File: config.mk
export PLATFORM = sky130hd
export DESIGN_NAME = sc_lane_scheduler_flat
export DESIGN_NICKNAME = d
export VERILOG_FILES = /design/src/rtl/sc_lane_scheduler_pkg.sv /design/src/rtl/sc_lane_scheduler_if.sv /design/src/rtl/sc_lane_scheduler_prescaler.sv /design/src/rtl/sc_lane_scheduler.sv /design/src/flat_wrapper.sv
export SDC_FILE = /design/constraint.sdc
export NUM_CORES = 1
export LEC_CHECK = 0
export CAP_MARGIN = 20
export CORE_MARGIN = 2
export CORE_UTILIZATION = 46
export DETAILED_ROUTE_END_ITERATION = 10
export SYNTH_ARGS = -nofsm -noshare
export SYNTH_HDL_FRONTEND = slang
export SYNTH_SLANG_ARGS = --single-unit
File: constraint.sdc
create_clock -name SC_LANESCHED_CLOCK_50 -period 2.1 [get_ports SC_LANESCHED_CLOCK_50]
set_input_delay 0.315 -clock SC_LANESCHED_CLOCK_50 [delete_from_list [all_inputs] [get_ports SC_LANESCHED_CLOCK_50]]
set_output_delay 0.315 -clock SC_LANESCHED_CLOCK_50 [all_outputs]
set_load 0.03 [all_outputs]
File: src/rtl/sc_lane_scheduler_pkg.sv
// rtl/sc_lane_scheduler_pkg.sv - shared state encodings and default constants for the lane scheduler
package sc_lanesched_defs;

    typedef enum logic [1:0] {
        IDLE     = 2'd0,
        COUNT    = 2'd1,
        ISSUE    = 2'd2,
        WAIT_ACK = 2'd3
    } schedState_e;

    localparam int DEF_NUM_LANES   = 4;
    localparam int DEF_PRESCALE_W  = 25;
    localparam int DEF_LEVEL_W     = 2;
    localparam int DEF_BASE_PERIOD = 25000000;
    localparam int DEF_PERIOD_STEP = 5000000;
    localparam int DEF_MIN_PERIOD  = 2500000;
    localparam int ACK_TIMEOUT     = 255;

endpackage

File: src/rtl/sc_lane_scheduler_if.sv
// rtl/sc_lane_scheduler_if.sv - game/lane-shifter handshake bundle seen by the lane scheduler
interface sc_lane_scheduler_if
    import sc_lanesched_defs::*;
#(
    parameter int NUM_LANES = DEF_NUM_LANES,
    parameter int LEVEL_W   = DEF_LEVEL_W
);
    logic                 SC_LANESCHED_Run_InLow;
    logic                 SC_LANESCHED_LoadGame_InLow;
    logic [LEVEL_W-1:0]   SC_LANESCHED_Level_InBUS;
    logic                 SC_LANESCHED_ShiftAck_InLow;
    logic [NUM_LANES-1:0] SC_LANESCHED_Shift_OutBUS;
    logic                 SC_LANESCHED_Tick_OutLow;
    logic                 SC_LANESCHED_Busy_OutHigh;
    logic                 SC_LANESCHED_Error_OutHigh;

    modport master (
        output SC_LANESCHED_Run_InLow, SC_LANESCHED_LoadGame_InLow,
               SC_LANESCHED_Level_InBUS, SC_LANESCHED_ShiftAck_InLow,
        input  SC_LANESCHED_Shift_OutBUS, SC_LANESCHED_Tick_OutLow,
               SC_LANESCHED_Busy_OutHigh, SC_LANESCHED_Error_OutHigh
    );

    modport slave (
        input  SC_LANESCHED_Run_InLow, SC_LANESCHED_LoadGame_InLow,
               SC_LANESCHED_Level_InBUS, SC_LANESCHED_ShiftAck_InLow,
        output SC_LANESCHED_Shift_OutBUS, SC_LANESCHED_Tick_OutLow,
               SC_LANESCHED_Busy_OutHigh, SC_LANESCHED_Error_OutHigh
    );

endinterface

File: src/rtl/sc_lane_scheduler_prescaler.sv
// rtl/sc_lane_scheduler_prescaler.sv - level-dependent move-period counter with terminal-count pulse
module sc_lanesched_prescaler
    import sc_lanesched_defs::*;
#(
    parameter int PRESCALE_W  = DEF_PRESCALE_W,
    parameter int LEVEL_W     = DEF_LEVEL_W,
    parameter int BASE_PERIOD = DEF_BASE_PERIOD,
    parameter int PERIOD_STEP = DEF_PERIOD_STEP,
    parameter int MIN_PERIOD  = DEF_MIN_PERIOD
) (
    input  logic               clk,
    input  logic               rstN,
    input  logic [LEVEL_W-1:0] level,
    input  logic               load,
    input  logic               dec,
    output logic               tc
);
    localparam int CALC_W = PRESCALE_W + LEVEL_W;

    logic [CALC_W-1:0]     stepTotal;
    logic [CALC_W-1:0]     periodWide;
    logic [PRESCALE_W-1:0] periodVal;
    logic [PRESCALE_W-1:0] countReg;

    // Compare before subtracting so high levels clamp to the floor instead of wrapping.
    always_comb begin
        stepTotal  = CALC_W'(level) * CALC_W'(PERIOD_STEP);
        periodWide = CALC_W'(MIN_PERIOD);
        if (stepTotal < CALC_W'(BASE_PERIOD - MIN_PERIOD))
            periodWide = CALC_W'(BASE_PERIOD) - stepTotal;
    end

    assign periodVal = PRESCALE_W'(periodWide);
    assign tc        = dec && !load && (countReg == PRESCALE_W'(1));

    always_ff @(posedge clk or negedge rstN) begin
        if (!rstN)
            countReg <= PRESCALE_W'(BASE_PERIOD);
        else if (load || tc)
            countReg <= periodVal;
        else if (dec)
            countReg <= countReg - PRESCALE_W'(1);
    end

endmodule

File: src/rtl/sc_lane_scheduler.sv
// rtl/sc_lane_scheduler.sv - round-robin lane shift strobe sequencer; SC_LANESCHED_ACKTIMEOUT_EN adds ack timeout
module sc_lane_scheduler
    import sc_lanesched_defs::*;
#(
    parameter int NUM_LANES   = DEF_NUM_LANES,
    parameter int PRESCALE_W  = DEF_PRESCALE_W,
    parameter int LEVEL_W     = DEF_LEVEL_W,
    parameter int BASE_PERIOD = DEF_BASE_PERIOD,
    parameter int PERIOD_STEP = DEF_PERIOD_STEP,
    parameter int MIN_PERIOD  = DEF_MIN_PERIOD
) (
    input  logic                SC_LANESCHED_CLOCK_50,
    input  logic                SC_LANESCHED_RESET_InLow,
    sc_lane_scheduler_if.slave  laneBus
);
    localparam int IDX_W = $clog2(NUM_LANES);
    localparam logic [IDX_W-1:0] LAST_IDX = IDX_W'(NUM_LANES - 1);

    schedState_e          stateReg, stateNext;
    logic [IDX_W-1:0]     laneIdx, laneIdxNext;
    logic                 loadPending;
    logic                 inRound, laneDone, lastDone, timeoutHit;
    logic                 prescaleLoad, prescaleDec, prescaleTc;
    logic [NUM_LANES-1:0] shiftBus;

    assign inRound  = (stateReg == ISSUE) || (stateReg == WAIT_ACK);
    assign laneDone = (stateReg == WAIT_ACK) && (!laneBus.SC_LANESCHED_ShiftAck_InLow || timeoutHit);
    assign lastDone = laneDone && (laneIdx == LAST_IDX);

    // IDLE keeps loading so the first COUNT entry starts from period(Level).
    assign prescaleLoad = (stateReg == IDLE)
                       || ((stateReg == COUNT) && !laneBus.SC_LANESCHED_LoadGame_InLow)
                       || (lastDone && (loadPending || !laneBus.SC_LANESCHED_LoadGame_InLow));
    assign prescaleDec  = (stateReg == COUNT) && !laneBus.SC_LANESCHED_Run_InLow;

    sc_lanesched_prescaler #(
        .PRESCALE_W  (PRESCALE_W),
        .LEVEL_W     (LEVEL_W),
        .BASE_PERIOD (BASE_PERIOD),
        .PERIOD_STEP (PERIOD_STEP),
        .MIN_PERIOD  (MIN_PERIOD)
    ) u_prescaler (
        .clk   (SC_LANESCHED_CLOCK_50),
        .rstN  (SC_LANESCHED_RESET_InLow),
        .level (laneBus.SC_LANESCHED_Level_InBUS),
        .load  (prescaleLoad),
        .dec   (prescaleDec),
        .tc    (prescaleTc)
    );

    always_ff @(posedge SC_LANESCHED_CLOCK_50 or negedge SC_LANESCHED_RESET_InLow) begin
        if (!SC_LANESCHED_RESET_InLow) begin
            stateReg    <= IDLE;
            laneIdx     <= '0;
            loadPending <= 1'b0;
        end else begin
            stateReg <= stateNext;
            laneIdx  <= laneIdxNext;
            if (lastDone)
                loadPending <= 1'b0;
            else if (inRound && !laneBus.SC_LANESCHED_LoadGame_InLow)
                loadPending <= 1'b1;
        end
    end

    always_comb begin
        stateNext   = stateReg;
        laneIdxNext = laneIdx;
        case (stateReg)
            IDLE:     if (!laneBus.SC_LANESCHED_Run_InLow) stateNext = COUNT;
            COUNT:    if (prescaleTc) begin
                          stateNext   = ISSUE;
                          laneIdxNext = '0;
                      end
            ISSUE:    stateNext = WAIT_ACK;
            WAIT_ACK: if (laneDone) begin
                          if (laneIdx == LAST_IDX) begin
                              stateNext = COUNT;
                          end else begin
                              stateNext   = ISSUE;
                              laneIdxNext = laneIdx + IDX_W'(1);
                          end
                      end
            default:  stateNext = IDLE;
        endcase
    end

    always_comb begin
        shiftBus = '1;
        if (inRound)
            shiftBus[laneIdx] = 1'b0;
    end

    assign laneBus.SC_LANESCHED_Shift_OutBUS = shiftBus;
    assign laneBus.SC_LANESCHED_Tick_OutLow  = !((stateReg == ISSUE) && (laneIdx == '0));
    assign laneBus.SC_LANESCHED_Busy_OutHigh = inRound;

`ifdef SC_LANESCHED_ACKTIMEOUT_EN
    logic [7:0] ackTimer;
    logic       errorFlag;

    assign timeoutHit = (stateReg == WAIT_ACK) && (ackTimer == 8'(ACK_TIMEOUT));

    always_ff @(posedge SC_LANESCHED_CLOCK_50 or negedge SC_LANESCHED_RESET_InLow) begin
        if (!SC_LANESCHED_RESET_InLow) begin
            ackTimer  <= 8'd0;
            errorFlag <= 1'b0;
        end else begin
            ackTimer <= ((stateReg == WAIT_ACK) && !laneDone) ? ackTimer + 8'd1 : 8'd0;
            if (timeoutHit && laneBus.SC_LANESCHED_ShiftAck_InLow)
                errorFlag <= 1'b1;
        end
    end

    assign laneBus.SC_LANESCHED_Error_OutHigh = errorFlag;
`else
    assign timeoutHit                         = 1'b0;
    assign laneBus.SC_LANESCHED_Error_OutHigh = 1'b0;
`endif

endmodule

File: src/flat_wrapper.sv
// flat-port wrapper written by rule: the top's interface ports become plain ports
module sc_lane_scheduler_flat import sc_lanesched_defs::*;
#(
    parameter int NUM_LANES   = DEF_NUM_LANES,
    parameter int PRESCALE_W  = DEF_PRESCALE_W,
    parameter int LEVEL_W     = DEF_LEVEL_W,
    parameter int BASE_PERIOD = DEF_BASE_PERIOD,
    parameter int PERIOD_STEP = DEF_PERIOD_STEP,
    parameter int MIN_PERIOD  = DEF_MIN_PERIOD
)
  (SC_LANESCHED_CLOCK_50, SC_LANESCHED_RESET_InLow, laneBus_SC_LANESCHED_Run_InLow, laneBus_SC_LANESCHED_LoadGame_InLow, laneBus_SC_LANESCHED_Level_InBUS, laneBus_SC_LANESCHED_ShiftAck_InLow, laneBus_SC_LANESCHED_Shift_OutBUS, laneBus_SC_LANESCHED_Tick_OutLow, laneBus_SC_LANESCHED_Busy_OutHigh, laneBus_SC_LANESCHED_Error_OutHigh);
  sc_lane_scheduler_if #(.NUM_LANES(NUM_LANES), .LEVEL_W(LEVEL_W)) laneBus_i ();
  input  logic SC_LANESCHED_CLOCK_50;
  input  logic SC_LANESCHED_RESET_InLow;
  input wire logic [$bits(laneBus_i.SC_LANESCHED_Run_InLow)-1:0] laneBus_SC_LANESCHED_Run_InLow;
  input wire logic [$bits(laneBus_i.SC_LANESCHED_LoadGame_InLow)-1:0] laneBus_SC_LANESCHED_LoadGame_InLow;
  input wire logic [$bits(laneBus_i.SC_LANESCHED_Level_InBUS)-1:0] laneBus_SC_LANESCHED_Level_InBUS;
  input wire logic [$bits(laneBus_i.SC_LANESCHED_ShiftAck_InLow)-1:0] laneBus_SC_LANESCHED_ShiftAck_InLow;
  output wire logic [$bits(laneBus_i.SC_LANESCHED_Shift_OutBUS)-1:0] laneBus_SC_LANESCHED_Shift_OutBUS;
  output wire logic [$bits(laneBus_i.SC_LANESCHED_Tick_OutLow)-1:0] laneBus_SC_LANESCHED_Tick_OutLow;
  output wire logic [$bits(laneBus_i.SC_LANESCHED_Busy_OutHigh)-1:0] laneBus_SC_LANESCHED_Busy_OutHigh;
  output wire logic [$bits(laneBus_i.SC_LANESCHED_Error_OutHigh)-1:0] laneBus_SC_LANESCHED_Error_OutHigh;
  assign laneBus_i.SC_LANESCHED_Run_InLow = laneBus_SC_LANESCHED_Run_InLow;
  assign laneBus_i.SC_LANESCHED_LoadGame_InLow = laneBus_SC_LANESCHED_LoadGame_InLow;
  assign laneBus_i.SC_LANESCHED_Level_InBUS = laneBus_SC_LANESCHED_Level_InBUS;
  assign laneBus_i.SC_LANESCHED_ShiftAck_InLow = laneBus_SC_LANESCHED_ShiftAck_InLow;
  assign laneBus_SC_LANESCHED_Shift_OutBUS = laneBus_i.SC_LANESCHED_Shift_OutBUS;
  assign laneBus_SC_LANESCHED_Tick_OutLow = laneBus_i.SC_LANESCHED_Tick_OutLow;
  assign laneBus_SC_LANESCHED_Busy_OutHigh = laneBus_i.SC_LANESCHED_Busy_OutHigh;
  assign laneBus_SC_LANESCHED_Error_OutHigh = laneBus_i.SC_LANESCHED_Error_OutHigh;
  sc_lane_scheduler #(.NUM_LANES(NUM_LANES), .PRESCALE_W(PRESCALE_W), .LEVEL_W(LEVEL_W), .BASE_PERIOD(BASE_PERIOD), .PERIOD_STEP(PERIOD_STEP), .MIN_PERIOD(MIN_PERIOD)) u_core (.SC_LANESCHED_CLOCK_50(SC_LANESCHED_CLOCK_50), .SC_LANESCHED_RESET_InLow(SC_LANESCHED_RESET_InLow), .laneBus(laneBus_i));
endmodule
### Word-level counts from Yosys, hierarchy flattened

Cells that the tools add are included.

| word-level totals | value |
|---|---|
| register bits | 30 |
| output and inout port bits | 7 |

| operators by class | value |
|---|---|
| add/sub/neg operators | 3 |
| multipliers | 1 |
| order comparisons | 3 |
| equality and inequality tests | 9 |
| muxes and demuxes | 17 |
| bitwise logic cells | 1 |
| reduce and logical (&&, ||, !) cells | 27 |

Operator list:

| operator | count |
|---|---|
| 2-to-1 mux 25 bit | 3 |
| == test 25 x 1 -> 1 bit (second input constant) | 1 |
| < comparator 25 bit (second input constant) | 1 |
| subtractor 25 x 1 -> 25 bit (second input constant) | 1 |
| subtractor 25 bit (first input constant) | 1 |
| multiplier 2 x 17 -> 19 bit (second input constant) | 1 |
| 2-to-1 mux 2 bit | 7 |
| logical AND 1 bit | 10 |
| case mux 2 bit (4 select lines) | 1 |
| == test 2 bit (second input constant) | 3 |
| != test 2 bit (second input constant) | 3 |
| nonzero test 2 bit | 3 |
| logical NOT 1 bit | 5 |
| logical OR 1 bit | 5 |
| logical NOT 2 bit | 2 |
| 2-to-1 mux 4 bit | 1 |
| inverter 4 bit | 1 |
| case mux 2 bit (2 select lines) | 1 |
| AND reduction 4 bit | 1 |
| < comparator 2 x 3 -> 1 bit (second input constant) | 1 |
| 2-to-1 mux 1 bit | 3 |
| AND reduction 3 bit | 1 |
| adder 2 x 1 -> 2 bit (second input constant) | 1 |
| demux 1 bit (select 2 bit) | 1 |
| other kinds (3) | 3 |

### Longest topological paths before layout

Gate-level depths: netlist of the first run.

| logic depth | value |
|---|---|
| depth after elaboration | 10 |
| depth in mapped cells | 8 |

### Hierarchy

Synthesis of the first run repeated with hierarchy kept, for this count alone.

| second synthesis, totals | value |
|---|---|
| cells, all modules | 216 |
| area, all modules | 2,031.9 sq um |

By module, submodules not included:

| module | instances | cells an instance | area an instance (sq um) |
|---|---|---|---|
| sc_lanesched_prescaler | 1 | 171 | 1,651.6 |
| sc_lane_scheduler | 1 | 45 | 380.4 |

### Least setup slack after synthesis of the first run

No wires, ideal clock.

| timing path | value |
|---|---|
| kind | reg2reg |
| start | register u_core.u_prescaler.countReg[0] |
| end | register u_core.u_prescaler.countReg[10] |
| setup time | 0.126 ns |
| arrival time | 1.632 ns |
| path slack | 0.342 ns |
| stages on the path, launching flop included | 7 |
| buffers on the path | 1 |
| cell sequence | dfrtp_1 ha_1 nor4b_1 and4_1 a22oi_2 buf_2 a21oi_1 |

| between the ends | value |
|---|---|
| cells in the longest elaborated chain, start to end | 4 |

Ends and longest elaborated chain:

| element | line | text |
|---|---|---|
| start, declared | sc_lane_scheduler_prescaler.sv:23 | `logic [PRESCALE_W-1:0] countReg;` |
| start signal, assigned | sc_lane_scheduler_prescaler.sv:38 | `countReg <= PRESCALE_W'(BASE_PERIOD);` |
| start signal, assigned | sc_lane_scheduler_prescaler.sv:40 | `countReg <= periodVal;` |
| start signal, assigned | sc_lane_scheduler_prescaler.sv:42 | `countReg <= countReg - PRESCALE_W'(1);` |
| branches (longest 4 deep; another with subtractor 25 x 1 -> 25 bit) | n/a |  |

Several ways; the timed one is not identified. The select of a mux whose other input is x is not followed.
A chain may end at the register's enable or synchronous reset.

### Worst setup path after layout of the first run

| timing path | value |
|---|---|
| start | register u_core.stateReg[1] |
| end | output port laneBus_SC_LANESCHED_Shift_OutBUS[1] |

| between the ends | value |
|---|---|
| cells in the longest elaborated chain, start to end | 3 |

Ends and longest elaborated chain:

| element | line | text |
|---|---|---|
| start, declared | sc_lane_scheduler.sv:19 | `schedState_e stateReg, stateNext;` |
| start signal, assigned | sc_lane_scheduler.sv:57 | `stateReg <= stateNext;` |
| == test 2 bit | sc_lane_scheduler.sv:26 | `assign inRound = (stateReg == ISSUE) \|\| (stateReg == WAIT_ACK);` |
| logical OR 1 bit * | sc_lane_scheduler.sv:26 |  |
| 2-to-1 mux 4 bit * | sc_lane_scheduler.sv:90 | `if (inRound)` |
| end, declared | flat_wrapper.sv:19 | `output wire logic [$bits(laneBus_i.SC_LANESCHED_Shift_OutBUS)-1:0] laneBus_SC_LANESCHED_Shift_OutBUS;` |

Every way passes the cells marked *; elsewhere a longest branch is shown, timed or not.

==> run_results.csv, run 1 <==
group,metric,value,unit
finish,utilization,56.5,%
logic_synthesis,synth_top_family_by_area,"simple AND/OR/NAND/NOR gates",
logic_synthesis,synth_area_leaders,"dfrtp_1 22%, dfstp_2 15%, ha_1 7.8%",
drt,routed_via_density,5.47,
finish,stdcell_count,303,
place,place_congestion,0.847,
floorplan,die_h,71.1,um
place,post-dp-hpwl,3.38,mm
logic_synthesis,synth_area,2070,um^2
timing,max_freq,501,MHz
logic_synthesis,synth_compound_area_share,12.3,%
finish,design_area,2460,um^2
floorplan,die_width,71.1,um
logic_synthesis,synth_top_cell_by_area,"dfrtp_1",
cts,cts_root_buf,"clkbuf_8",
pwr,power.density,630,nW/um^2
cts,cts.path.max_buffers,2,
logic_synthesis,synth-edff-count,0,
logic_synthesis,ys_types,55,
global_routing,grt_pass1_wl,7.67,mm
logic_synthesis,synthCells,219,
logic_synthesis,yosys_warnings,0,
global_routing,antenna_found_initial,0,
run_status,status,"completed",
drt,drt-initial-drc-count,88,
logic_synthesis,synth_ff_type,"dfrtp_1",
timing,period_share,95.1,%
floorplan,core,4350,um^2
global_routing,grt_pass1_vias,1670,
timing,clock-skew-final,0.00521,ns
logic_synthesis,synthXorXnorAreaFrac,8.45,%
timing,rsz0062_at_grt,"false",
logic_synthesis,syn_nets,239,
logic_synthesis,synthDominantCellAreaShare,21.7,%
drt,drc,0,
cts,cts_buffers,5,
logic_synthesis,yosys_register_bits,30,
place,placed_cell_area,2360,um^2
worst_setup_path,critPathMaxFanout,10,
floorplan,initial_utilization,47.6,%
logic_synthesis,synth-simple-area-share,29.3,%
global_routing,grt_overflow,0,
job,cap_violations,0,
place,placed_cells,295,
global_routing,gr-usage-all-layers,19.1,%
finish,nets,270,
logic_synthesis,syn_avg_cell_area,9.47,um^2
worst_setup_path,cp.arrival,1.68,ns
logic_synthesis,synthAdderAreaFrac,7.85,%
worst_setup_path,critical_path.startpoint_type,"flop",
floorplan,pin_count,14,
logic_synthesis,ys_top_cells_by_count,"22 x a21oi_1, 18 x dfrtp_1, 17 x nor2_1",
cts,clock_sinks,30,
timing,finalHoldViolCount,0,
logic_synthesis,yosysMostFrequentCell,"a21oi_1",
worst_setup_path,crit_type,"reg2out",
drt,vias,1657,
finish,drive_gt1_share,23.1,%
cts,cts_tree,"built",
logic_synthesis,yosys-mux-area-fraction,0.966,%
pwr,p_leak,0.973,nW
timing,fin_crit,2.00,ns
place,portBuffers,12,
drt,antenna_left,0,
finish,diodes,0,
worst_setup_path,required,1.78,ns
drt,wirelength,4.39,mm
cts,cts_max_level,2,
timing,drv_slew,0,
pwr,ir_drop,352,uV
timing,setup_violations,0,
floorplan,die_area,5060,um^2
cts,insertion_delay,0.28,ns
drt,wl_per_cell,14.5,um
finish,area_growth,18.6,%
logic_synthesis,seq_area_frac_synth,36.9,%
logic_synthesis,async_flop_share,100,%
worst_hold_path,hold_path_class,"in2async",
worst_setup_path,cp-end-kind,"output port",
global_routing,grt_max_degree,31,
drt,dr.pass1.iters,4,
cts,post_cts_buffers,0,
floorplan,rows,24,
cts,clkTransAtPathRegs,0.07,ns
==> cells in the final DEF, fill, tap and decap left out, types with 2 or more instances in the layout <==
| cell type | n |
|---|---|
| a21oi_1 | 21 |
| and2_1 | 2 |
| and4_1 | 2 |
| buf_4 | 20 |
| clkbuf_8 | 6 |
| clkdlybuf4s50_1 | 8 |
| dfrtp_1 | 18 |
| dfstp_2 | 12 |
| dlygate4sd2_1 | 2 |
| dlymetal6s2s_1 | 2 |
| ha_1 | 13 |
| inv_1 | 10 |
| mux2i_1 | 2 |
| nand2_1 | 14 |
| nand2b_1 | 2 |
| nand3_1 | 6 |
| nand4_1 | 3 |
| nor2_1 | 17 |
| nor2b_1 | 5 |
| nor3_1 | 9 |
| nor3b_1 | 2 |
| nor4_1 | 4 |
| nor4_2 | 5 |
| o21ai_0 | 4 |
| o21ai_1 | 2 |
| o31ai_1 | 2 |
| or2_2 | 4 |
| or3_1 | 5 |
| or4_1 | 2 |
| xnor2_1 | 13 |
| xor2_1 | 7 |
==> registers in the layout, summed over array words and instances (netlist names) <==
signal / cells
u_core.u_prescaler.countReg: 25
u_core.laneIdx: 2
u_core.stateReg: 2
u_core.loadPending: 1
==> worst max-delay path: stages (launching register included) <==
cell and delay, ns:
dfrtp_1 0.49, buf_4 0.21, nand2_1 0.05, clkdlybuf4s50_1 0.65
==> power breakdown <==
group          total (W)  internal (W)  switching [W]
clock           0.000476      0.000264       0.000212
sequential      0.000737      0.000655      0.0000815
combinational   0.000337      0.000169       0.000167
==> through the flow <==
step,TNS (ns),hold slack (ns),setup slack [ns],total power [W]
2_1_floorplan,0,0.0194,0.342,0.000951
3_3_place_gp,-0.00431,0.483,-0.00431,0.00106
3_5_place_dp,-0.180,0.491,-0.0886,0.00108
4_1_cts,0,0.441,0.0606,0.00156
5_1_grt,0,0.488,0.0151,0.00164
6_report,0,0.422,0.103,0.00155
==> path summary, 6_finish.rpt <==
| check | cells past startpoint | slack [ns] | endpoint | from |
|---|---|---|---|---|
| min reg2reg | 1 | 0.50 | u_core.loadPending$_DFFE_PN0P_ | u_core.loadPending$_DFFE_PN0P_ |
| min | 2 | 0.42 | u_core.stateReg[1]$_DFFE_PN0P_ | SC_LANESCHED_RESET_InLow |
| max | 3 | 0.10 | laneBus_SC_LANESCHED_Shift_OutBUS[1] | u_core.stateReg[1]$_DFFE_PN0P_ |
| max in group asynchronous | 2 | 1.35 | u_core.u_prescaler.countReg[13]$_DFFE_PN1P_ | SC_LANESCHED_RESET_InLow |
| max reg2reg | 5 | 0.15 | u_core.u_prescaler.countReg[24]$_DFFE_PN1P_ | u_core.stateReg[1]$_DFFE_PN0P_ |
| min in group SC_LANESCHED_CLOCK_50 | 1 | 0.50 | u_core.loadPending$_DFFE_PN0P_ | u_core.loadPending$_DFFE_PN0P_ |
==> routing by layer <==
layer  GRT usage (%)  wire length [um]
met1            25.3              2100
met2            31.8              2120
met3            4.13               159
met4            5.03                12
met5               0                 0
==> area by class of cell <==
class | count | area, um^2
clock inverter | 1 | 5.00
inverter | 10 | 37.5
timing repair buffer | 32 | 273
multi-input combinational | 171 | 1230
sequential | 30 | 766
tap | 52 | 65.1
fill | 408 | 1890
clock buffer | 7 | 86.3
==> cells by family (layout without fill, tap and decap cells) <==
| family | count (synthesis) | after routing |
|---|---|---|
| AO/OA/AOI/OAI | 42 | 42 |
| XOR/XNOR | 20 | 20 |
| adder cells (fa/ha/maj) | 13 | 13 |
| buffers and inverters | 18 | 50 |
| flip-flops | 30 | 30 |
| multiplexers | 2 | 2 |
| other | 1 | 1 |
| AND/OR/NAND/NOR | 93 | 93 |
==> what timing repair did <==
action	in CTS	in global routing
endpoints found under the setup margin	2	5
gates resized for setup	2	3
hold buffers	0	0
pin swaps	0	1
Power figures use the tool's default switching activity.
==> inputs of run 2 (changes only) <==
--- a/config.mk
+++ b/config.mk
@@ -8,6 +8,7 @@
 export CAP_MARGIN = 20
 export CORE_MARGIN = 2
 export CORE_UTILIZATION = 46
+export CTS_CLUSTER_SIZE = 28
 export DETAILED_ROUTE_END_ITERATION = 10
 export SYNTH_ARGS = -nofsm -noshare
 export SYNTH_HDL_FRONTEND = slang
==> results of run 2 <==
No change in the layout: final DEF, timing and power equal those of run 1.
==> inputs of run 3 (changes only) <==
--- a/config.mk
+++ b/config.mk
@@ -10,6 +10,7 @@
 export CORE_UTILIZATION = 46
 export CTS_CLUSTER_SIZE = 28
 export DETAILED_ROUTE_END_ITERATION = 10
+export GPL_TIMING_DRIVEN = 0
 export SYNTH_ARGS = -nofsm -noshare
 export SYNTH_HDL_FRONTEND = slang
 export SYNTH_SLANG_ARGS = --single-unit
==> run_results.csv, run 3 (synthesized netlist as in run 1, its figures left out) <==
group,metric,value,unit
timing,drv_slew,0,
finish,largest_reg_flops,25,
timing,finalHoldViolCount,0,
timing,max_freq,496,MHz
global_routing,grt_pass1_vias,1580,
pwr,power.density,639,nW/um^2
pwr,p_int,0.00107,W
pwr,p_clk_share,31.8,%
floorplan,core,4350,um^2
worst_setup_path,r2r_cells,6,
finish,regMostFlops,"u_core.u_prescaler.countReg",
timing,clock-skew-final,0.00250,ns
finish,final_cell_mix,"21 x a21oi_1, 18 x dfrtp_1, 17 x nor2_1, 14 x nand2_1",
timing,hold_ws,0.0610,ns
timing,worst-slew-pin-transition,0.682,ns
worst_setup_path,cp_slowest_cell,"clkdlybuf4s50_1",
floorplan,die_h,71.1,um
place,portBuffers,12,
pwr,p_sw,0.000483,W
drt,antenna_left,0,
place,pre_cts_ws,-0.217,ns
timing,fin_tns_setup,0,ns
finish,nets,263,
cts,cts.path.max_buffers,2,
finish,utilization,55.8,%
worst_setup_path,reg2reg_from,"u_core.u_prescaler.countReg[9]$_DFFE_PN0P_",
global_routing,gr-usage-all-layers,18.7,%
pwr,seq_power_share,47.6,%
place,placed_cell_area,2250,um^2
pwr,p_leak,0.961,nW
worst_setup_path,cp.arrival,1.70,ns
timing,fin_crit,2.02,ns
drt,vias,1626,
worst_setup_path,cp-end-kind,"output port",
worst_setup_path,required,1.78,ns
finish,design_area,2430,um^2
timing,period_share,96.0,%
timing,setup_ws,0.0835,ns
worst_setup_path,path_cells,"inv_1 > ha_1 > nand2_1 > clkdlybuf4s50_1",
cts,cts_tree,"built",
worst_setup_path,critPathMaxFanout,5,
global_routing,antenna_found_initial,0,
drt,wl_per_cell,14.6,um
cts,clock_sinks,30,
global_routing,grt_pass1_wl,7.43,mm
job,cap_violations,0,
global_routing,grt_overflow,0,
finish,drive_gt1_share,22.5,%
drt,routed_via_density,5.49,
drt,drc,0,
cts,insertion_delay,0.28,ns
cts,cts_root_buf,"clkbuf_8",
floorplan,initial_utilization,47.6,%
place,post-dp-hpwl,3.12,mm
worst_setup_path,critical_path.startpoint_type,"flop",
run_status,status,"completed",
timing,setup_violations,0,
finish,area_growth,17.3,%
cts,clkTransAtPathRegs,0.07,ns
cts,cts_max_level,2,
cts,cts_buffers,5,
pwr,p_comb_share,20.6,%
floorplan,die_width,71.1,um
worst_setup_path,regToRegEndpoint,"u_core.u_prescaler.countReg[16]$_DFFE_PN1P_",
worst_setup_path,crit_type,"reg2out",
place,place_congestion,0.822,
drt,wirelength,4.33,mm
drt,drt-initial-drc-count,58,
pwr,ir_drop,520,uV
finish,largest_registers,"u_core.u_prescaler.countReg: 25 flops, u_core.laneIdx: 2 flops, u_core.stateReg: 2 flops",
worst_setup_path,cpPeakStageDelay,0.66,ns
timing,max_slew_margin,54.5,%
worst_hold_path,hold_path_class,"in2async",
worst_setup_path,r2r_slack,0.14,ns
finish,final_common_cell,"a21oi_1",
floorplan,pin_count,14,
global_routing,grt_max_degree,31,
finish,diodes,0,
drt,dr.pass1.iters,4,
floorplan,rows,24,
floorplan,die_area,5060,um^2
pwr,swShare,31.1,%
==> run 3: metrics by stage <==
stage          cells  power, W
6_report         296   0.00155
5_1_grt          296   0.00164
4_1_cts          292   0.00154
3_5_place_dp     283   0.00104
3_3_place_gp     283   0.00103
2_1_floorplan    219  0.000951
==> run 3: final cells by class <==
type	count	area [um^2]
repair buffers	17	155
inverters	10	37.5
multi-input cells	171	1260
well taps	52	65.1
clock buffers	6	82.6
plain buffers	8	50.0
clock inverters	2	12.5
flip-flops and latches	30	766
fillers	409	1920
==> run 3: per-layer routing <==
metal,part of all wire (%),global-route usage (%),up-vias
li1,-,-,824
met4,1.1,5.45,0
met1,48,24.6,772
met2,47,30.8,25
met3,3.5,4.42,5
met5,0,0,-
==> run 3: worst max path at each step <==
stage                                               start                                          end  cells after the start
4_1_cts                    u_core.stateReg[1]$_DFFE_PN0P_            laneBus_SC_LANESCHED_Busy_OutHigh                      3
5_1_grt        u_core.u_prescaler.countReg[1]$_DFFE_PN0P_  u_core.u_prescaler.countReg[23]$_DFFE_PN0P_                      8
3_3_place_gp               laneBus_SC_LANESCHED_Run_InLow  u_core.u_prescaler.countReg[23]$_DFFE_PN0P_                      6
2_1_floorplan  u_core.u_prescaler.countReg[0]$_DFFE_PN0P_  u_core.u_prescaler.countReg[10]$_DFFE_PN0P_                      6
6_report                    u_core.laneIdx[0]$_DFFE_PN0P_         laneBus_SC_LANESCHED_Shift_OutBUS[2]                      4
3_5_place_dp               laneBus_SC_LANESCHED_Run_InLow  u_core.u_prescaler.countReg[23]$_DFFE_PN0P_                      6
==> run 3: critical path, delay by kind of cell, from the launching register on <==
family	cells	cell delay [ns]
AND/OR/NAND/NOR	1	0.06
adder cells (fa/ha/maj)	1	0.19
buffers and inverters	2	0.75
flip-flops	1	0.43
==> run 3: power groups by stage <==
stage,Clock (W),Sequential (W),Combinational [W]
finish,0.000495,0.000739,0.000319
global placement,0,0.000737,0.000295
detailed placement,0,0.000738,0.000297
floorplan,0,0.000723,0.000228
CTS,0.000510,0.000729,0.000301
global route,0.000537,0.000748,0.000359
==> run 3: what timing repair did <==
item                       4_1_cts  5_1_grt
hold buffers                     0        0
cloned                           0        0
pin swaps                        1        3
setup buffers                    1        4
setup endpoints to repair       18       25
resized for setup                3       11
